===== src/rtl/stopwatch_pkg.sv =====
// Shared types and constants for the stopwatch core.
// Contents: FSM state enum, digit-select encodings for the load port,
// BCD digit type, per-digit clamp limits and a clamp helper.
package stopwatch_pkg;

   typedef enum logic [1:0] {
      IDLE  = 2'd0,
      RUN   = 2'd1,
      PAUSE = 2'd2,
      DONE  = 2'd3
   } sw_state_e;

   typedef logic [1:0] ld_sel_t;
   localparam ld_sel_t SEL_SEC_ONES = 2'd0;
   localparam ld_sel_t SEL_SEC_TENS = 2'd1;
   localparam ld_sel_t SEL_MIN_ONES = 2'd2;
   localparam ld_sel_t SEL_MIN_TENS = 2'd3;

   typedef logic [3:0] bcd_t;

   localparam bcd_t SEC_TENS_MAX = 4'd5;
   localparam bcd_t DIGIT_MAX    = 4'd9;

   // Saturate a loaded digit to the largest value its position can show.
   function automatic bcd_t clamp_digit(bcd_t val, bcd_t lim);
      return (val > lim) ? lim : val;
   endfunction

endpackage


===== src/rtl/stopwatch_core_if.sv =====
// Control/status bundle between the button logic (master) and the
// stopwatch core (slave).
// Controls : start_stop, clear, mode_down, ld_en, ld_sel[1:0], ld_val[3:0]
// Status   : min_tens, min_ones, sec_tens, sec_ones (BCD), frac[FRAC_W],
//            total_sec[SEC_W], running, done
interface stopwatch_core_if #(
   parameter int TICK_HZ = 100,
   parameter int MAX_MIN = 99
);
   localparam int FRAC_W = $clog2(TICK_HZ);
   localparam int SEC_W  = $clog2(MAX_MIN * 60 + 60);

   logic              start_stop;
   logic              clear;
   logic              mode_down;
   logic              ld_en;
   logic [1:0]        ld_sel;
   logic [3:0]        ld_val;
   logic [3:0]        min_tens;
   logic [3:0]        min_ones;
   logic [3:0]        sec_tens;
   logic [3:0]        sec_ones;
   logic [FRAC_W-1:0] frac;
   logic [SEC_W-1:0]  total_sec;
   logic              running;
   logic              done;

   modport master (
      output start_stop, clear, mode_down, ld_en, ld_sel, ld_val,
      input  min_tens, min_ones, sec_tens, sec_ones, frac, total_sec, running, done
   );

   modport slave (
      input  start_stop, clear, mode_down, ld_en, ld_sel, ld_val,
      output min_tens, min_ones, sec_tens, sec_ones, frac, total_sec, running, done
   );
endinterface


===== src/rtl/tick_gen.sv =====
// Prescaler producing a one-cycle tick every PRESC enabled cycles.
// Ports: clk, rst_n (async, active low), en (count enable; phase is held
// while low), clr (force phase to 0), tick (high on the wrap cycle).
module tick_gen #(
   parameter int PRESC = 1_000_000
) (
   input  logic clk,
   input  logic rst_n,
   input  logic en,
   input  logic clr,
   output logic tick
);
   localparam int CNT_W = (PRESC > 1) ? $clog2(PRESC) : 1;
   localparam logic [CNT_W-1:0] CNT_LAST = CNT_W'(PRESC - 1);

   logic [CNT_W-1:0] cnt_r;

   // Phase counter: advances only while enabled so a pause/resume keeps phase.
   always_ff @(posedge clk or negedge rst_n) begin
      if (!rst_n) begin
         cnt_r <= '0;
      end else if (clr) begin
         cnt_r <= '0;
      end else if (en) begin
         cnt_r <= (cnt_r == CNT_LAST) ? '0 : cnt_r + 1'b1;
      end
   end

   assign tick = en && (cnt_r == CNT_LAST);
endmodule


===== src/rtl/stopwatch_core.sv =====
// Up/down stopwatch core counting MM:SS.ff with run/pause, clear and
// per-digit preload.
// Ports: clk, rst_n (async, active low), sw (stopwatch_core_if.slave):
// pulse controls in, BCD digits / frac / binary total seconds / running /
// one-cycle done pulse out.
module stopwatch_core
   import stopwatch_pkg::*;
#(
   parameter int CLK_HZ  = 100_000_000,
   parameter int TICK_HZ = 100,
   parameter int MAX_MIN = 99
) (
   input  logic             clk,
   input  logic             rst_n,
   stopwatch_core_if.slave  sw
);
   localparam int PRESC  = CLK_HZ / TICK_HZ;
   localparam int FRAC_W = $clog2(TICK_HZ);
   localparam int SEC_W  = $clog2(MAX_MIN * 60 + 60);
   localparam logic [FRAC_W-1:0] FRAC_LAST = FRAC_W'(TICK_HZ - 1);
   localparam bcd_t MAX_MT = 4'(MAX_MIN / 10);
   localparam bcd_t MAX_MO = 4'(MAX_MIN % 10);

   function automatic logic [SEC_W-1:0] bcd_to_sec(bcd_t mt, bcd_t mo, bcd_t st, bcd_t so);
      int s;
      s = int'(mt) * 32'sd600 + int'(mo) * 32'sd60 + int'(st) * 32'sd10 + int'(so);
      return SEC_W'(s);
   endfunction

   sw_state_e         state_r, state_nxt_s;
   logic              dir_down_r, dir_nxt_s;
   bcd_t              mt_r, mo_r, st_r, so_r;
   bcd_t              mt_nxt_s, mo_nxt_s, st_nxt_s, so_nxt_s;
   logic [FRAC_W-1:0] frac_r, frac_nxt_s;
   logic [SEC_W-1:0]  total_sec_r;
   logic              done_r, done_nxt_s;
   logic              presc_en_s, presc_clr_s, tick_s;
   bcd_t              up_mt_s, up_mo_s, up_st_s, up_so_s;
   bcd_t              dn_mt_s, dn_mo_s, dn_st_s, dn_so_s;
   logic [FRAC_W-1:0] up_frac_s, dn_frac_s;
   bcd_t              ld_mt_raw_s, ld_mo_raw_s, ld_mt_s, ld_mo_s, ld_st_s, ld_so_s;
   logic              at_max_s, is_zero_s, dn_zero_s, min_over_s;

   assign presc_en_s = (state_r == RUN);

   tick_gen #(.PRESC(PRESC)) u_tick_gen (
      .clk   (clk),
      .rst_n (rst_n),
      .en    (presc_en_s),
      .clr   (presc_clr_s),
      .tick  (tick_s)
   );

   // One-tick increment with BCD carries frac -> seconds -> minutes.
   always_comb begin
      up_mt_s = mt_r; up_mo_s = mo_r; up_st_s = st_r; up_so_s = so_r;
      up_frac_s = frac_r + 1'b1;
      if (frac_r == FRAC_LAST) begin
         up_frac_s = '0;
         if (so_r == 4'd9) begin
            up_so_s = 4'd0;
            if (st_r == 4'd5) begin
               up_st_s = 4'd0;
               if (mo_r == 4'd9) begin
                  up_mo_s = 4'd0;
                  up_mt_s = mt_r + 4'd1;
               end else begin
                  up_mo_s = mo_r + 4'd1;
               end
            end else begin
               up_st_s = st_r + 4'd1;
            end
         end else begin
            up_so_s = so_r + 4'd1;
         end
      end else begin
         up_frac_s = frac_r + 1'b1;
      end
   end

   // One-tick decrement with BCD borrows; never evaluated at 00:00.0.
   always_comb begin
      dn_mt_s = mt_r; dn_mo_s = mo_r; dn_st_s = st_r; dn_so_s = so_r;
      dn_frac_s = frac_r - 1'b1;
      if (frac_r == '0) begin
         dn_frac_s = FRAC_LAST;
         if (so_r == 4'd0) begin
            dn_so_s = 4'd9;
            if (st_r == 4'd0) begin
               dn_st_s = 4'd5;
               if (mo_r == 4'd0) begin
                  dn_mo_s = 4'd9;
                  dn_mt_s = mt_r - 4'd1;
               end else begin
                  dn_mo_s = mo_r - 4'd1;
               end
            end else begin
               dn_st_s = st_r - 4'd1;
            end
         end else begin
            dn_so_s = so_r - 4'd1;
         end
      end else begin
         dn_frac_s = frac_r - 1'b1;
      end
   end

   // Digit preload: clamp the written digit, then clamp minutes to MAX_MIN.
   always_comb begin
      ld_mt_raw_s = mt_r; ld_mo_raw_s = mo_r; ld_st_s = st_r; ld_so_s = so_r;
      case (sw.ld_sel)
         SEL_SEC_ONES: ld_so_s     = clamp_digit(sw.ld_val, DIGIT_MAX);
         SEL_SEC_TENS: ld_st_s     = clamp_digit(sw.ld_val, SEC_TENS_MAX);
         SEL_MIN_ONES: ld_mo_raw_s = clamp_digit(sw.ld_val, DIGIT_MAX);
         SEL_MIN_TENS: ld_mt_raw_s = clamp_digit(sw.ld_val, DIGIT_MAX);
         default:      ld_so_s     = so_r;
      endcase
      min_over_s = (int'(ld_mt_raw_s) * 32'sd10 + int'(ld_mo_raw_s)) > MAX_MIN;
      ld_mt_s = min_over_s ? MAX_MT : ld_mt_raw_s;
      ld_mo_s = min_over_s ? MAX_MO : ld_mo_raw_s;
   end

   assign at_max_s  = (mt_r == MAX_MT) && (mo_r == MAX_MO) && (st_r == 4'd5) &&
                      (so_r == 4'd9) && (frac_r == FRAC_LAST);
   assign is_zero_s = (mt_r == 4'd0) && (mo_r == 4'd0) && (st_r == 4'd0) &&
                      (so_r == 4'd0) && (frac_r == '0);
   assign dn_zero_s = (dn_mt_s == 4'd0) && (dn_mo_s == 4'd0) && (dn_st_s == 4'd0) &&
                      (dn_so_s == 4'd0) && (dn_frac_s == '0);

   // Next-state and next-count logic; clear beats start_stop beats ld_en.
   always_comb begin
      state_nxt_s = state_r;
      dir_nxt_s   = dir_down_r;
      mt_nxt_s = mt_r; mo_nxt_s = mo_r; st_nxt_s = st_r; so_nxt_s = so_r;
      frac_nxt_s  = frac_r;
      done_nxt_s  = 1'b0;
      presc_clr_s = 1'b0;
      if (sw.clear) begin
         state_nxt_s = IDLE;
         mt_nxt_s = 4'd0; mo_nxt_s = 4'd0; st_nxt_s = 4'd0; so_nxt_s = 4'd0;
         frac_nxt_s  = '0;
         presc_clr_s = 1'b1;
      end else begin
         case (state_r)
            IDLE, PAUSE: begin
               if (sw.start_stop) begin
                  state_nxt_s = RUN;
                  // Resume from PAUSE keeps direction and prescaler phase.
                  if (state_r == IDLE) begin
                     dir_nxt_s   = sw.mode_down;
                     presc_clr_s = 1'b1;
                  end else begin
                     dir_nxt_s   = dir_down_r;
                  end
               end else if (sw.ld_en) begin
                  mt_nxt_s = ld_mt_s; mo_nxt_s = ld_mo_s; st_nxt_s = ld_st_s; so_nxt_s = ld_so_s;
                  frac_nxt_s = '0;
               end else begin
                  state_nxt_s = state_r;
               end
            end
            RUN: begin
               if (dir_down_r && is_zero_s) begin
                  // Countdown started from zero terminates without a tick.
                  state_nxt_s = DONE;
                  done_nxt_s  = 1'b1;
               end else if (tick_s && !dir_down_r && at_max_s) begin
                  state_nxt_s = DONE;
                  done_nxt_s  = 1'b1;
               end else if (tick_s) begin
                  if (dir_down_r) begin
                     mt_nxt_s = dn_mt_s; mo_nxt_s = dn_mo_s; st_nxt_s = dn_st_s; so_nxt_s = dn_so_s;
                     frac_nxt_s = dn_frac_s;
                  end else begin
                     mt_nxt_s = up_mt_s; mo_nxt_s = up_mo_s; st_nxt_s = up_st_s; so_nxt_s = up_so_s;
                     frac_nxt_s = up_frac_s;
                  end
                  // A tick coinciding with start_stop is still counted.
                  if (dir_down_r && dn_zero_s) begin
                     state_nxt_s = DONE;
                     done_nxt_s  = 1'b1;
                  end else if (sw.start_stop) begin
                     state_nxt_s = PAUSE;
                  end else begin
                     state_nxt_s = RUN;
                  end
               end else if (sw.start_stop) begin
                  state_nxt_s = PAUSE;
               end else begin
                  state_nxt_s = RUN;
               end
            end
            DONE:    state_nxt_s = DONE;
            default: state_nxt_s = IDLE;
         endcase
      end
   end

   // State, count and registered outputs; total_sec tracks the next digits.
   always_ff @(posedge clk or negedge rst_n) begin
      if (!rst_n) begin
         state_r     <= IDLE;
         dir_down_r  <= 1'b0;
         mt_r        <= 4'd0;
         mo_r        <= 4'd0;
         st_r        <= 4'd0;
         so_r        <= 4'd0;
         frac_r      <= '0;
         total_sec_r <= '0;
         done_r      <= 1'b0;
      end else begin
         state_r     <= state_nxt_s;
         dir_down_r  <= dir_nxt_s;
         mt_r        <= mt_nxt_s;
         mo_r        <= mo_nxt_s;
         st_r        <= st_nxt_s;
         so_r        <= so_nxt_s;
         frac_r      <= frac_nxt_s;
         total_sec_r <= bcd_to_sec(mt_nxt_s, mo_nxt_s, st_nxt_s, so_nxt_s);
         done_r      <= done_nxt_s;
      end
   end

   assign sw.min_tens  = mt_r;
   assign sw.min_ones  = mo_r;
   assign sw.sec_tens  = st_r;
   assign sw.sec_ones  = so_r;
   assign sw.frac      = frac_r;
   assign sw.total_sec = total_sec_r;
   assign sw.running   = (state_r == RUN);
   assign sw.done      = done_r;
endmodule


===== src/flat_wrapper.sv =====
// flat-port wrapper written by rule: the top's interface ports become plain ports
module stopwatch_core_flat import stopwatch_pkg::*;
#(
   parameter int CLK_HZ  = 100_000_000,
   parameter int TICK_HZ = 100,
   parameter int MAX_MIN = 99
)
  (clk, rst_n, sw_start_stop, sw_clear, sw_mode_down, sw_ld_en, sw_ld_sel, sw_ld_val, sw_min_tens, sw_min_ones, sw_sec_tens, sw_sec_ones, sw_frac, sw_total_sec, sw_running, sw_done);
  stopwatch_core_if #(.TICK_HZ(TICK_HZ), .MAX_MIN(MAX_MIN)) sw_i ();
  input  logic clk;
  input  logic rst_n;
  input wire logic [$bits(sw_i.start_stop)-1:0] sw_start_stop;
  input wire logic [$bits(sw_i.clear)-1:0] sw_clear;
  input wire logic [$bits(sw_i.mode_down)-1:0] sw_mode_down;
  input wire logic [$bits(sw_i.ld_en)-1:0] sw_ld_en;
  input wire logic [$bits(sw_i.ld_sel)-1:0] sw_ld_sel;
  input wire logic [$bits(sw_i.ld_val)-1:0] sw_ld_val;
  output wire logic [$bits(sw_i.min_tens)-1:0] sw_min_tens;
  output wire logic [$bits(sw_i.min_ones)-1:0] sw_min_ones;
  output wire logic [$bits(sw_i.sec_tens)-1:0] sw_sec_tens;
  output wire logic [$bits(sw_i.sec_ones)-1:0] sw_sec_ones;
  output wire logic [$bits(sw_i.frac)-1:0] sw_frac;
  output wire logic [$bits(sw_i.total_sec)-1:0] sw_total_sec;
  output wire logic [$bits(sw_i.running)-1:0] sw_running;
  output wire logic [$bits(sw_i.done)-1:0] sw_done;
  assign sw_i.start_stop = sw_start_stop;
  assign sw_i.clear = sw_clear;
  assign sw_i.mode_down = sw_mode_down;
  assign sw_i.ld_en = sw_ld_en;
  assign sw_i.ld_sel = sw_ld_sel;
  assign sw_i.ld_val = sw_ld_val;
  assign sw_min_tens = sw_i.min_tens;
  assign sw_min_ones = sw_i.min_ones;
  assign sw_sec_tens = sw_i.sec_tens;
  assign sw_sec_ones = sw_i.sec_ones;
  assign sw_frac = sw_i.frac;
  assign sw_total_sec = sw_i.total_sec;
  assign sw_running = sw_i.running;
  assign sw_done = sw_i.done;
  stopwatch_core #(.CLK_HZ(CLK_HZ), .TICK_HZ(TICK_HZ), .MAX_MIN(MAX_MIN)) u_core (.clk(clk), .rst_n(rst_n), .sw(sw_i));
endmodule

===== config.mk =====
export PLATFORM = sky130hd
export DESIGN_NAME = stopwatch_core_flat
export DESIGN_NICKNAME = d
export VERILOG_FILES = /design/src/rtl/stopwatch_pkg.sv /design/src/rtl/stopwatch_core_if.sv /design/src/rtl/tick_gen.sv /design/src/rtl/stopwatch_core.sv /design/src/flat_wrapper.sv
export SDC_FILE = /design/constraint.sdc
export NUM_CORES = 1
export LEC_CHECK = 0
export CAP_MARGIN = 20
export CORE_MARGIN = 1
export CORE_UTILIZATION = 50
export CTS_CLUSTER_DIAMETER = 80
export DETAILED_ROUTE_END_ITERATION = 16
export GPL_TIMING_DRIVEN = 0
export PLACE_DENSITY_LB_ADDON = 0.1
export SYNTH_ARGS = -nofsm -noshare
export SYNTH_HDL_FRONTEND = slang
export SYNTH_SLANG_ARGS = --single-unit

===== constraint.sdc =====
create_clock -name clk -period 12.2 [get_ports clk]
set_input_delay 2.44 -clock clk [delete_from_list [all_inputs] [get_ports clk]]
set_output_delay 2.44 -clock clk [all_outputs]
set_load 0.02 [all_outputs]

After elaboration in Yosys (flattened, before gate mapping)
Cells that the tools add are included.
Widths: inputs -> output; s select.

cells by class
  $add $sub $neg = 15
  multipliers = 4
  div/mod/pow operators = 0
  order comparisons = 3
  equality and inequality tests = 18
  shift-type cells = 0
  muxes and demuxes = 97
  bitwise gates (word level) = 1
  reduce and logical (&&, ||, !) cells = 35

operators by type and width
  cell                   count
  $mux 4                 62
  $mux 7                 9
  $mux 20                3
  $add 32x5->32          1
  $gt 32x8->1 const B    1
  $logic_not 4->1        8
  $pmux 4 s2             4
  $add 13x13->13         2
  $add 20x1->20 const B  1
  $eq 20x20->1 const B   1
  $logic_and 1x1->1      17
  $add 4x1->4 const B    4
  $sub 4x1->4 const B    4
  $ne 3x3->1 const B     5
  $logic_not 7->1        2
  $mul 4x3->7 const B    2
  $mux 2                 7
  $pmux 7 s2             1
  $add 13x5->13          1
  $eq 4x4->1 const B     3
  $mul 4x7->10 const B   1
  $mux 1                 10
  $eq 2x2->1 const B     4
  $mul 4x4->8 const B    1
  17 further kinds       19

storage, ports and cells
  register bits after elaboration = 60
  latch bits = 0
  RAM bits = 0
  ROM bits = 0
  bits of input ports = 12
  output and inout port bits = 38
  logic and storage cells = 183
  memories = 0

Depth between registers and ports, before layout
Gate-level depths: netlist of run 1.

  word-level depth = 17
  gate-level depth with buffers = 30

Cells and area by module
A second synthesis of run 1 with hierarchy kept.

unflattened totals
  cell total of the unflattened synthesis = 758
  area, all modules = 6322.3 µm²

modules (own cells, without submodules)
  module          times used  cells each  area each (µm²)
  stopwatch_core  1           642         5223.8
  tick_gen        1           116         1098.6

Worst setup path after synthesis of run 1
Ideal clock, no wire load.

  kind = input to register
  start point = input port sw_ld_sel[0]
  end point = register u_core.total_sec_r[12], in the netlist u_core.sw.total_sec[12]
  arrival time = 9.827 ns
  required time = 12.066 ns
  path slack = 2.240 ns
  cell stages on the path = 27
  cells stage by stage = nand2_1 mux2i_1 inv_1 ha_1 ha_1 fa_1 xnor2_1 mux2i_1 a32o_1 o21ai_0 and3_1 a2111oi_0 fa_1 ha_1 ha_1 a21oi_1 xnor2_1 fa_1 ha_1 ha_1 nand2_1 o21ai_0 o21a_1 o21ai_0 nand2b_1 a31oi_1 xnor3_1

on the way
  word-level cells in the longest chain between the ends = 14
  elaborated cells on any way between the ends = 35
  classes of those cells = add/sub: 4; mul: 4; order compare: 1; eq/ne: 3; mux: 22; reduce/logical: 1

ends and longest elaborated chain
  item                            RTL line               RTL
  start: declaration              flat_wrapper.sv:16     input wire logic [$bits(sw_i.ld_sel)-1:0] sw_ld_sel;
  $eq 2x2->1                      stopwatch_core.sv:111  case (sw.ld_sel)
  $mux 4                          stopwatch_core.sv:111
  $mul 4x3->7                     stopwatch_core.sv:118  min_over_s = (int'(ld_mt_raw_s) * 32'sd10 + int'(ld_mo_raw_s)) > MAX_MIN;
  $add 32x5->32                   stopwatch_core.sv:118
  $gt 32x8->1                     stopwatch_core.sv:118
  $mux 4 *                        stopwatch_core.sv:120  ld_mo_s = min_over_s ? MAX_MO : ld_mo_raw_s;
  $mux 4 *                        stopwatch_core.sv:155  end else if (sw.ld_en) begin
  $mux 4 *                        stopwatch_core.sv:146  if (sw.start_stop) begin
  $pmux 4 s2 *                    stopwatch_core.sv:144  case (state_r)
  $mux 4 *                        stopwatch_core.sv:138  if (sw.clear) begin
  via u_core.mo_nxt_s[3]          stopwatch_core.sv:33   bcd_t mt_nxt_s, mo_nxt_s, st_nxt_s, so_nxt_s;
  $mul 4x4->8 *                   stopwatch_core.sv:26   s = int'(mt) * 32'sd600 + int'(mo) * 32'sd60 + int'(st) * 32'sd10 + int'(so);
  $add 13x13->13 * (2 in series)  stopwatch_core.sv:26
  $add 13x5->13 *                 stopwatch_core.sv:26
  end signal: assignment          stopwatch_core.sv:219  total_sec_r <= bcd_to_sec(mt_nxt_s, mo_nxt_s, st_nxt_s, so_nxt_s);
  end: declaration                stopwatch_core.sv:35   logic [SEC_W-1:0] total_sec_r;

The timed path passes the listed nets; every way through them passes the cells marked *.
A chain may end at the register's enable or synchronous reset.

Final worst setup path of run 1
  start point = input port sw_ld_val[3]
  end point = register u_core.total_sec_r[12], in the netlist u_core.sw.total_sec[12]

on the way
  word-level cells in the longest chain between the ends = 15
  elaborated cells on any way between the ends = 35
  classes of those cells = add/sub: 4; mul: 4; order compare: 3; mux: 24

ends and longest elaborated chain
  item                            RTL line               RTL
  start: declaration              flat_wrapper.sv:17     input wire logic [$bits(sw_i.ld_val)-1:0] sw_ld_val;
  $gt 4x4->1                      stopwatch_pkg.sv:26    return (val > lim) ? lim : val;
  $mux 4 *                        stopwatch_pkg.sv:26
  $mux 4                          stopwatch_core.sv:111
  $mul 4x3->7                     stopwatch_core.sv:118
  $add 32x5->32                   stopwatch_core.sv:118
  $gt 32x8->1                     stopwatch_core.sv:118
  $mux 4 *                        stopwatch_core.sv:120
  $mux 4 *                        stopwatch_core.sv:155
  $mux 4 *                        stopwatch_core.sv:146
  $pmux 4 s2 *                    stopwatch_core.sv:144
  $mux 4 *                        stopwatch_core.sv:138
  via u_core.mo_nxt_s[2]          stopwatch_core.sv:33
  $mul 4x4->8 *                   stopwatch_core.sv:26
  $add 13x13->13 * (2 in series)  stopwatch_core.sv:26
  $add 13x5->13 *                 stopwatch_core.sv:26

Marked as above.

==> results.rst, run 1 <==
.. list-table::
   :header-rows: 1

   * - Metric
     - Value
   * - Run status
     - finished clean
   * - Average cell area after synthesis
     - between 8 and 9 sq um
   * - Vertical die dimension
     - 113 microns
   * - Share of synthesized cell area in and, or, nand and nor gates
     - 0.233
   * - Hold Startpoint
     - u_core.u_tick_gen.cnt_r[16]
   * - Time the final worst path needs with I/O delays and setup
     - 11240 ps
   * - Number of CTS-inserted buffers
     - 9
   * - Cell types with the largest area share after synthesis
     - dfrtp_1 24%, ha_1 15%, fa_1 5.5%
   * - Number of unique standard cell types used by synthesis
     - just under 70
   * - # clock sinks
     - 59
   * - Wire length of the first global-routing pass
     - 30100 microns
   * - PwrDens
     - roughly 130 nW/um^2
   * - XOR/XNOR share of the synthesized area
     - 0.0492
   * - Number of standard cells after synthesis
     - around 750
   * - Top cells by count, synth
     - 75 x nor2_1, 73 x ha_1, 62 x nand2_1
   * - # diodes
     - 0
   * - Number of max-cap violations
     - 0
   * - Transition time at the pin with the least slew margin
     - between 900 and 1000 ps
   * - Setup repair after global routing missed its margin
     - false
   * - Post-synthesis net count
     - between 800 and 900
   * - Max IR drop VDD
     - about 0.000080 V
   * - Port buffer count
     - between 40 and 50
   * - Global-route congestion overflow total
     - 0
   * - Buf/Inv on CP
     - 1
   * - Dominant combinational cell family by area after synthesis
     - simple AND/OR/NAND/NOR gates
   * - Element type at the critical path start
     - input port
   * - Layout net count
     - about 900
   * - Clock tree skew after final layout
     - approximately 7.1 ps
   * - Global-route total usage across every layer
     - 0.300
   * - Delay of the slowest cell on the worst path
     - just over 800 ps
   * - Cell with the most instances after synthesis
     - nor2_1
   * - Maximum level of the CTS H-tree
     - 3
   * - Post-CTS setup repair buffer count
     - 0
   * - Most common cell type on the critical path
     - ha_1
   * - Total number of placement rows
     - 40
   * - Core region area
     - around 12000 sq um
   * - Cell type contributing the most total cell area after synthesis
     - dfrtp_1
   * - Total number of cells along the worst setup path
     - 29
   * - Share of post-route cells with drive strength above 1
     - 0.0490
   * - Complex-gate fraction of the synthesized area
     - 0.208
   * - Total routed wirelength
     - 17900 microns
   * - I/O pin count
     - 50
   * - Final RePlAce weighted congestion
     - roughly 1.0
   * - Wirelength per Cell
     - 18.5 microns
   * - Share of synthesized area occupied by flip-flops and latches
     - 0.240
   * - Proportion of netlist area held by the largest area contributor
     - 0.240
   * - Category of the most critical setup path
     - in -> reg
   * - Worst hold slack after final layout
     - a little over 500 ps
   * - Cell family contributing the most delay on the critical path
     - adder cells
   * - Number of buffers inserted by hold repair at cts
     - 0
   * - Leakage dissipation
     - roughly 3.2 nW
   * - Final worst path period share
     - 0.921
   * - Final count of hold timing violations
     - 0
   * - Class of the worst hold path
     - reg -> reg
   * - Clk_lat worst skew
     - between 300 and 400 ps
   * - Number of cell instances on the worst register-to-register path
     - 26
   * - Warnings from Yosys
     - 0
   * - Initial standard-cell utilization of the core
     - 0.512
   * - Critical path origin
     - sw_ld_val[3]
   * - HPWL after detailed placement
     - ~13000 microns
   * - CP Capture Type
     - flop
   * - Vias post-DR
     - 6018
   * - Count of instances resized after the clock tree is built
     - 0
   * - Number of design rule violations left after detail routing
     - 0
   * - Mean number of vias per cell
     - around 6.2
   * - Peak fanout along the critical path
     - 8
   * - Number of global-route vias before repair
     - 5958
   * - First-iteration detailed-routing DRC count
     - 525
   * - Total iterations of the first detailed-routing run
     - 5
   * - Critical R2R Capture
     - u_core.sw.total_sec[12]
   * - TritonCTS clock tree
     - built
   * - Die Wd
     - between 100 and 150 microns
   * - Area growth from synthesis to layout
     - 15.3%
   * - Minimum setup slack among reg-to-reg paths
     - roughly 3400 ps
   * - Mux contribution to synthesized area
     - 0.0134
   * - Post-synth ARST share
     - 1.00
   * - Initial antenna violation count
     - 0
   * - Clock root cell
     - clkbuf_16
   * - Routed Antenna Nets
     - 0
   * - Die area
     - about 13000 sq um
   * - Clk buf depth
     - 2
   * - Setup TNS
     - 0 ps
   * - Final Slew Violations
     - 0
   * - Headroom to the max-slew limit
     - 0.340
   * - Worst path required time
     - around 12000 ps
   * - Area share of fa/ha/maj cells after synthesis
     - 0.204
   * - Clock transition at the registers of the reported paths
     - roughly 60 ps
   * - Arrival time reported for the critical path endpoint
     - 11460 ps
   * - Synthesized area
     - ~6000 sq um
   * - Synth Register Bits
     - 59
   * - Pin count of the biggest net entering global routing
     - 60
   * - Terminating pin of the worst hold path
     - u_core.u_tick_gen.cnt_r[16]
   * - Synth Flop Type
     - dfrtp_1
   * - Worst reg2reg path startpoint
     - u_core.sw.sec_tens[0]
   * - Cells on Worst Hold Path
     - 1
   * - Number of failing setup endpoints in the final timing report
     - 0
   * - Master of the slowest instance on the critical path
     - nor3_1
   * - Count of flip-flops with a built-in enable after synthesis
     - 0
   * - Highest Clock Rate
     - 89.0 MHz
==> through the flow <==
stage / worst slack (ps) / util / cell area, sq um / total power [mW] / std cells
CTS: 1040 / 0.591 / 7090 / 0.897 / 964
global placement: 82.6 / 0.568 / 6820 / 0.642 / 948
finish: 961 / 0.591 / 7090 / 0.897 / 964
global route: 494 / 0.591 / 7090 / 0.959 / 964
floorplan: 2240 / - / 6150 / 0.521 / 753
detailed placement: 706 / 0.568 / 6820 / 0.651 / 948
==> flip-flops by register name, summed over array words and instances, names as in the netlist <==
signal,flops
u_core.sw.frac,7
u_core.sw.min_ones,4
u_core.sw.total_sec,12
u_core.sw.done,1
u_core.sw.min_tens,4
u_core.sw.sec_ones,4
u_core.sw.sec_tens,4
u_core.dir_down_r,1
u_core.state_r,2
u_core.u_tick_gen.cnt_r,20
==> how the worst max path moves through the flow <==
stage / slack (ps) / to
global placement: 80 / u_core.sw.total_sec[12]
CTS: 1040 / u_core.sw.total_sec[12]
finish: 960 / u_core.sw.total_sec[12]
floorplan: 2240 / u_core.sw.total_sec[12]
global route: 490 / u_core.sw.total_sec[12]
detailed placement: 710 / u_core.sw.total_sec[12]
==> worst reg2reg max path, delay by kind of cell (launching register included) <==
family / cells / cell delay, ps
simple gates: 7 / 2850
fa+ha+maj: 7 / 2710
compound gates: 7 / 1290
buf+inv: 3 / 890
xor+xnor: 2 / 550
flops: 1 / 430
==> metal layers <==
metal	share of wire	GRT usage	routed length (microns)
met5	0	0	0
met2	0.47	0.491	8460
met3	0.058	0.0268	1030
met1	0.44	0.403	7820
met4	0.032	0.139	569
==> report_power, final <==
group	total, mW	internal [mW]	leakage, nW	switching [mW]
Combinational	0.420	0.167	2.27	0.254
Sequential	0.234	0.219	0.793	0.0157
Clock	0.243	0.139	0.130	0.104
Total	0.897	0.524	3.19	0.374
==> area by class of cell <==
class	count	area, sq um
clock inverters	5	38.8
clock buffers	11	233
plain buffers	39	170
well taps	147	184
repair buffers	48	478
inverters	41	154
multi-input cells	614	4360
flip-flops and latches	59	1480
fillers	1128	4920
==> cell families (layout without fill, tap and decap cells) <==
group                      after synthesis  after routing
AOI/OAI and AO/OA                      200            200
buffers and inverters                   80            144
adders and majority gates               90             90
and+or+nand+nor                        283            283
muxes                                    8              8
xor gates and xnor gates                33             33
DFF                                     59             59
==> placed cells by master (no fill, tap or decap), types with 11 or more instances in the layout <==
cell type        instances
nor3_1                  26
nor4_1                  11
nand3_1                 28
ha_1                    73
clkdlybuf4s50_1         47
a21oi_1                 57
nand2b_1                12
fa_1                    17
a31oi_1                 15
clkbuf_1                35
xor2_1                  12
inv_1                   41
xnor2_1                 20
o21ai_0                 49
nor2b_1                 14
nor2_1                  75
nand2_1                 62
dfrtp_1                 59
Power figures use the tool's default switching activity.
==> run 2, diff against run 1 <==
--- a/config.mk
+++ b/config.mk
@@ -8,10 +8,9 @@
 export CAP_MARGIN = 20
 export CORE_MARGIN = 1
 export CORE_UTILIZATION = 50
-export CTS_CLUSTER_DIAMETER = 80
 export DETAILED_ROUTE_END_ITERATION = 16
 export GPL_TIMING_DRIVEN = 0
-export PLACE_DENSITY_LB_ADDON = 0.1
+export PLACE_DENSITY = 0.76
 export SYNTH_ARGS = -nofsm -noshare
 export SYNTH_HDL_FRONTEND = slang
 export SYNTH_SLANG_ARGS = --single-unit
==> results.rst, run 2 (synthesized netlist as in run 1, its figures left out) <==
.. list-table::
   :header-rows: 1

   * - Metric
     - Value
   * - Run status
     - finished clean
   * - Layout net count
     - 915 (+0.11%)
   * - Number of max-cap violations
     - 0 (unchanged)
   * - PwrDens
     - 133 nW/um^2 (+5.2%)
   * - Pre-CTS setup slack
     - 949 ps (+243 ps)
   * - Clock transition at the registers of the reported paths
     - 60 ps (about the same)
   * - Worst reg2reg path startpoint
     - u_core.sw.sec_tens[0]
   * - Die area
     - 12800 sq um (unchanged)
   * - Setup repair after global routing missed its margin
     - false
   * - Pin count of the biggest net entering global routing
     - 41 (-32%)
   * - Routed Antenna Nets
     - 0 (unchanged)
   * - Worst path required time
     - 12430 ps (about the same)
   * - Clock tree skew after final layout
     - 7.91 ps (+0.831 ps)
   * - Time the final worst path needs with I/O delays and setup
     - 10990 ps (-247 ps)
   * - Most common library cell in the layout ignoring fill and taps
     - nor2_1
   * - Transition time at the pin with the least slew margin
     - 1010 ps (+27.1 ps)
   * - Headroom to the max-slew limit
     - 0.326 (-0.0144)
   * - Die Wd
     - 113 microns (unchanged)
   * - Vias post-DR
     - 6096 (+1.3%)
   * - Final count of hold timing violations
     - 0 (unchanged)
   * - Final Slew Violations
     - 0 (unchanged)
   * - Commonest cells after routing, fill and taps aside
     - 75 x nor2_1, 73 x ha_1, 62 x nand2_1
   * - Total iterations of the first detailed-routing run
     - 5 (unchanged)
   * - Leakage dissipation
     - 3.23 nW (+1.2%)
   * - Arrival time reported for the critical path endpoint
     - 11230 ps (-230 ps)
   * - Number of CTS-inserted buffers
     - 9 (unchanged)
   * - Fin worst setup slack
     - 1210 ps (+247 ps)
   * - Core region area
     - 12000 sq um (unchanged)
   * - Global-route congestion overflow total
     - 0 (unchanged)
   * - Clock root cell
     - clkbuf_16
   * - TritonCTS clock tree
     - built
   * - Initial standard-cell utilization of the core
     - 0.512 (unchanged)
   * - Max IR drop VDD
     - 0.0000879 V (+10%)
   * - Total number of placement rows
     - 40 (unchanged)
   * - Wire length of the first global-routing pass
     - 29500 microns (-2.0%)
   * - Hold Startpoint
     - u_core.u_tick_gen.cnt_r[16]
   * - Number of global-route vias before repair
     - 5759 (-3.3%)
   * - Element type at the critical path start
     - input port
   * - # diodes
     - 0 (unchanged)
   * - Maximum level of the CTS H-tree
     - 3 (unchanged)
   * - Overall power consumption
     - 0.955 mW (+6.4%)
   * - Global-route total usage across every layer
     - 0.295 (-0.00461)
   * - Initial antenna violation count
     - 0 (unchanged)
   * - Peak fanout along the critical path
     - 8 (unchanged)
   * - Share of post-route cells with drive strength above 1
     - 0.0526 (+0.00361)
   * - Wirelength per Cell
     - 18.8 microns (+1.5%)
   * - I/O pin count
     - 50 (unchanged)
   * - Critical path origin
     - sw_ld_val[3]
   * - First-iteration detailed-routing DRC count
     - 628 (+20%)
   * - Final worst path period share
     - 0.901 (-0.0202)
   * - Count of instances resized after the clock tree is built
     - 0 (unchanged)
   * - Number of failing setup endpoints in the final timing report
     - 0 (unchanged)
   * - Area growth from synthesis to layout
     - 16.6%
   * - Post-CTS setup repair buffer count
     - 0 (unchanged)
   * - Final RePlAce weighted congestion
     - 0.993 (-2.1%)
   * - Port buffer count
     - 48 (unchanged)
   * - Category of the most critical setup path
     - in -> reg
   * - Highest Clock Rate
     - 91.0 MHz (+2.2%)
   * - Class of the worst hold path
     - reg -> reg
   * - HPWL after detailed placement
     - 13500 microns (about the same)
   * - Number of buffers inserted by hold repair at cts
     - 0 (unchanged)
   * - Largest register by flop count
     - u_core.u_tick_gen.cnt_r
   * - Max reg flops
     - 20 (unchanged)
   * - Clk buf depth
     - 2 (unchanged)
   * - Total routed wirelength
     - 18200 microns (+1.6%)
   * - Mean number of vias per cell
     - 6.32 (+1.2%)
   * - Vertical die dimension
     - 113 microns (unchanged)
   * - Clk_lat worst skew
     - 360 ps (+20 ps)
   * - Number of design rule violations left after detail routing
     - 0 (unchanged)
   * - Setup TNS
     - 0 ps (unchanged)
   * - CP Capture Type
     - flop
   * - # clock sinks
     - 59 (unchanged)
[run 2: cell types whose count changed in the layout (fill, tap and decap cells not counted), moves of 2 or more]
cell and delta:
clkinv_4 -2, clkbuf_1 -2, bufinv_16 +2, clkbuf_8 +2
[run 2: path summary, 6_finish.rpt]
kind | endpoint | slack (ps) | depth (start not counted)
setup / recovery | u_core.sw.total_sec[12] | 1210 | 27
hold / removal | u_core.u_tick_gen.cnt_r[16] | 520 | 1
setup reg to reg | u_core.sw.total_sec[12] | 3350 | 27
hold reg to reg | u_core.u_tick_gen.cnt_r[16] | 520 | 1
max in group asynchronous | u_core.sw.sec_tens[0] | 9550 | 2
min in group asynchronous | u_core.u_tick_gen.cnt_r[4] | 2060 | 1
[run 2: area by class of cell]
class	count	area (sq um)
plain buffers	39	170
inverters	41	154
fillers	1118	4840
flip-flops and latches	59	1480
clock inverters	5	83.8
clock buffers	11	253
well taps	147	184
multi-input cells	614	4360
repair buffers	49	495
[run 2: per-layer routing]
metal,track usage,part of all wire,routed length (microns)
met5,0,0,0
met4,0.135,0.035,632
met3,0.0461,0.064,1160
met2,0.482,0.47,8530
met1,0.387,0.43,7830
[run 2: metrics by stage]
| step | cells | util | instance area (sq um) | hold slack [ps] |
|---|---|---|---|---|
| 2_1_floorplan | 753 | - | 6150 | 468 |
| 3_3_place_gp | 948 | 0.568 | 6820 | 492 |
| 3_5_place_dp | 949 | 0.569 | 6840 | 517 |
| 4_1_cts | 965 | 0.597 | 7180 | 519 |
| 5_1_grt | 965 | 0.597 | 7180 | 533 |
| 6_report | 965 | 0.597 | 7180 | 522 |
[run 2: critical path, stage by stage]
cell and delay, ps:
clkdlybuf4s50_1 550, nand2b_1 300, o21ai_0 550, ha_1 340, ha_1 230, fa_1 580, nand2_1 130, nor4_1 270
o21bai_1 100, a32o_1 340, o221a_2 270, nor3_1 770, fa_1 590, fa_1 530, inv_1 60, fa_1 480
inv_1 50, fa_1 460, ha_1 320, ha_1 350, a21oi_1 250, o21ai_0 170, o21a_1 200, o21ai_0 150
nand2b_1 120, a31oi_1 260, xnor3_1 350
[run 2: power breakdown]
part / internal, mW / switching (mW)
sequential: 0.219 / 0.0155
combinational: 0.168 / 0.257
clock: 0.191 / 0.105
==> run 3, diff against run 2 <==
--- a/config.mk
+++ b/config.mk
@@ -7,10 +7,10 @@
 export LEC_CHECK = 0
 export CAP_MARGIN = 20
 export CORE_MARGIN = 1
-export CORE_UTILIZATION = 50
+export CORE_UTILIZATION = 35
 export DETAILED_ROUTE_END_ITERATION = 16
 export GPL_TIMING_DRIVEN = 0
-export PLACE_DENSITY = 0.76
+export PLACE_DENSITY = 0.59
 export SYNTH_ARGS = -nofsm -noshare
 export SYNTH_HDL_FRONTEND = slang
 export SYNTH_SLANG_ARGS = --single-unit
==> constraint.sdc (replaced) <==
create_clock -name clk -period 12.2 [get_ports clk]
set_input_delay 3.05 -clock clk [delete_from_list [all_inputs] [get_ports clk]]
set_output_delay 3.05 -clock clk [all_outputs]
set_load 0.02 [all_outputs]
==> results.rst, run 3 (synthesized netlist as in run 1, its figures left out) <==
.. list-table::
   :header-rows: 1

   * - Metric
     - Value
   * - Post-CTS setup repair buffer count
     - 0 (unchanged)
   * - Total iterations of the first detailed-routing run
     - 4 (-1)
   * - Category of the most critical setup path
     - in -> reg
   * - Die Wd
     - 135 microns (+19%)
   * - Time the final worst path needs with I/O delays and setup
     - 11540 ps (+549 ps)
   * - Run status
     - finished clean
   * - Max IR drop VDD
     - 0.0000899 V (+2.3%)
   * - Count of instances resized after the clock tree is built
     - 0 (unchanged)
   * - Clk_lat worst skew
     - 340 ps (-20 ps)
   * - Routed Antenna Nets
     - 0 (unchanged)
   * - Final worst path period share
     - 0.946 (+0.0450)
   * - Class of the worst hold path
     - reg -> reg
   * - Leakage dissipation
     - 3.22 nW (-0.23%)
   * - # clock sinks
     - 59 (unchanged)
   * - Highest Clock Rate
     - 86.6 MHz (-4.8%)
   * - PwrDens
     - 129 nW/um^2 (-2.9%)
   * - Element type at the critical path start
     - input port
   * - Clk buf depth
     - 2 (unchanged)
   * - Number of global-route vias before repair
     - 5424 (-5.8%)
   * - Arrival time reported for the critical path endpoint
     - 11750 ps (+520 ps)
   * - Pin count of the biggest net entering global routing
     - 60 (+46%)
   * - Detailed-routed wire length on met2
     - 8110 microns (-4.9%)
   * - Pre-CTS setup slack
     - 328 ps (-622 ps)
   * - Global-route congestion overflow total
     - 0 (unchanged)
   * - Clock tree skew after final layout
     - 6.94 ps (-0.969 ps)
   * - Die area
     - 18100 sq um (+42%)
   * - Clock power share
     - 0.304 (-0.006)
   * - Port buffer count
     - 48 (unchanged)
   * - Max reg flops
     - 20 (unchanged)
   * - Clock transition at the registers of the reported paths
     - 60 ps (about the same)
   * - Final RePlAce weighted congestion
     - 0.891 (-10%)
   * - DRT met1 WL
     - 8160 microns (+4.2%)
   * - Largest register by flop count
     - u_core.u_tick_gen.cnt_r
   * - CP Capture Type
     - flop
   * - Number of buffers inserted by hold repair at cts
     - 0 (unchanged)
   * - Wire length of the first global-routing pass
     - 29000 microns (-1.5%)
   * - Switching share of total power
     - 0.397 (+0.00133)
   * - Portion of total power attributed to combinational logic
     - 0.445 (about the same)
   * - HPWL after detailed placement
     - 13600 microns (+0.99%)
   * - Initial standard-cell utilization of the core
     - 0.357 (-0.155)
   * - Internal power summed over all cells
     - 0.565 mW (-2.1%)
   * - TritonCTS clock tree
     - built
   * - Sequential share of power
     - 0.252 (+0.007)
   * - Delay of the slowest cell on the worst path
     - 780 ps (about the same)
   * - Transition time at the pin with the least slew margin
     - 977 ps (-32.5 ps)
   * - Global-route total usage across every layer
     - 0.208 (-0.0871)
   * - Number of failing setup endpoints in the final timing report
     - 0 (unchanged)
   * - Number of CTS-inserted buffers
     - 9 (unchanged)
   * - Core region area
     - 17200 sq um (+43%)
   * - Number of design rule violations left after detail routing
     - 0 (unchanged)
   * - Total routed wirelength
     - 17900 microns (-1.7%)
   * - Final Slew Violations
     - 0 (unchanged)
   * - Top Layer Used
     - met4
   * - Area growth from synthesis to layout
     - 17.8%
   * - # diodes
     - 0 (unchanged)
   * - Peak fanout along the critical path
     - 8 (unchanged)
   * - Fin worst setup slack
     - 658 ps (-549 ps)
   * - Vertical die dimension
     - 135 microns (+19%)
   * - Most common cell type on the critical path
     - ha_1
   * - Layout net count
     - 915 (unchanged)
   * - Number of max-cap violations
     - 0 (unchanged)
   * - Overall power consumption
     - 0.936 mW (-1.9%)
   * - Commonest cells after routing, fill and taps aside
     - 75 x nor2_1, 73 x ha_1, 62 x nand2_1
   * - Buf/Inv on CP
     - 1 (-2)
   * - Wirelength per Cell
     - 17.1 microns (-9.0%)
   * - Master of the slowest instance on the critical path
     - nor3_1
   * - Clock root cell
     - clkbuf_16
   * - I/O pin count
     - 50 (unchanged)
   * - Sw Pwr
     - 0.372 mW (-1.6%)
   * - Share of post-route cells with drive strength above 1
     - 0.0513 (-0.00122)
   * - Mean number of vias per cell
     - 5.60 (-11%)
   * - Final count of hold timing violations
     - 0 (unchanged)
   * - Vias post-DR
     - 5840 (-4.2%)
   * - Cell family contributing the most delay on the critical path
     - adder cells
   * - Routed met3 length
     - 1110 microns (-4.8%)
   * - Worst path required time
     - 12410 ps (-20 ps)
   * - Maximum level of the CTS H-tree
     - 3 (unchanged)
   * - Initial antenna violation count
     - 0 (unchanged)
   * - Fraction of the core area covered by cells at the end of the flow
     - 0.421 (-0.177)
   * - Headroom to the max-slew limit
     - 0.344 (+0.0180)
   * - Total number of placement rows
     - 48 (+20%)
   * - First-iteration detailed-routing DRC count
     - 374 (-40%)
   * - Most common library cell in the layout ignoring fill and taps
     - nor2_1
   * - Setup repair after global routing missed its margin
     - false
## run 3: cell types whose count changed in the layout (fill, tap and decap cells not counted), sizes merged
cell and delta:
clkdlybuf4s15 +1, buf -1, clkinv +2, inv +1
clkbuf -2, clkinvlp -1
## run 3: layer usage
metal  vias up  track usage
li1       2863            -
met1      2739        0.279
met2       209        0.324
met3        29       0.0511
met4         0       0.0737
met5         -            0
## run 3: final timing paths
| check | to | from | cells after the start | slack, ps |
|---|---|---|---|---|
| hold / removal | u_core.u_tick_gen.cnt_r[17] | u_core.u_tick_gen.cnt_r[17] | 1 | 510 |
| setup reg to reg | u_core.sw.total_sec[12] | u_core.sw.sec_tens[0] | 26 | 3490 |
| hold reg to reg | u_core.u_tick_gen.cnt_r[17] | u_core.u_tick_gen.cnt_r[17] | 1 | 510 |
| setup / recovery | u_core.sw.total_sec[12] | sw_ld_val[3] | 28 | 660 |
| min in group asynchronous | u_core.sw.frac[6] | rst_n | 1 | 2790 |
| max in group asynchronous | u_core.sw.total_sec[12] | rst_n | 1 | 8860 |
## run 3: per-stage QoR
step	instance area (sq um)	cells	hold WS (ps)	setup TNS, ps
after floorplan	6150	753	468	0
after global placement	6920	1026	502	-295
after detailed placement	6930	1027	498	0
after CTS	7250	1043	506	0
after global routing	7250	1043	542	0
final	7250	1043	507	0
## run 3: layout make-up
| cell class | instances | area [sq um] |
|---|---|---|
| timing repair buffer | 49 | 489 |
| multi-input combinational | 614 | 4350 |
| sequential | 59 | 1480 |
| tap | 225 | 282 |
| clock buffer | 9 | 225 |
| clock inverter | 7 | 98.8 |
| fill | 1733 | 9990 |
| inverter | 41 | 154 |
| buffer | 39 | 170 |
## run 3: power by group through the flow
| stage | clock network (mW) | registers (mW) | logic, mW |
|---|---|---|---|
| after CTS | 0.290 | 0.236 | 0.415 |
| after global routing | 0.299 | 0.239 | 0.465 |
| after global placement | 0 | 0.240 | 0.411 |
| after detailed placement | 0 | 0.239 | 0.412 |
| after floorplan | 0 | 0.261 | 0.259 |
| final | 0.284 | 0.236 | 0.416 |
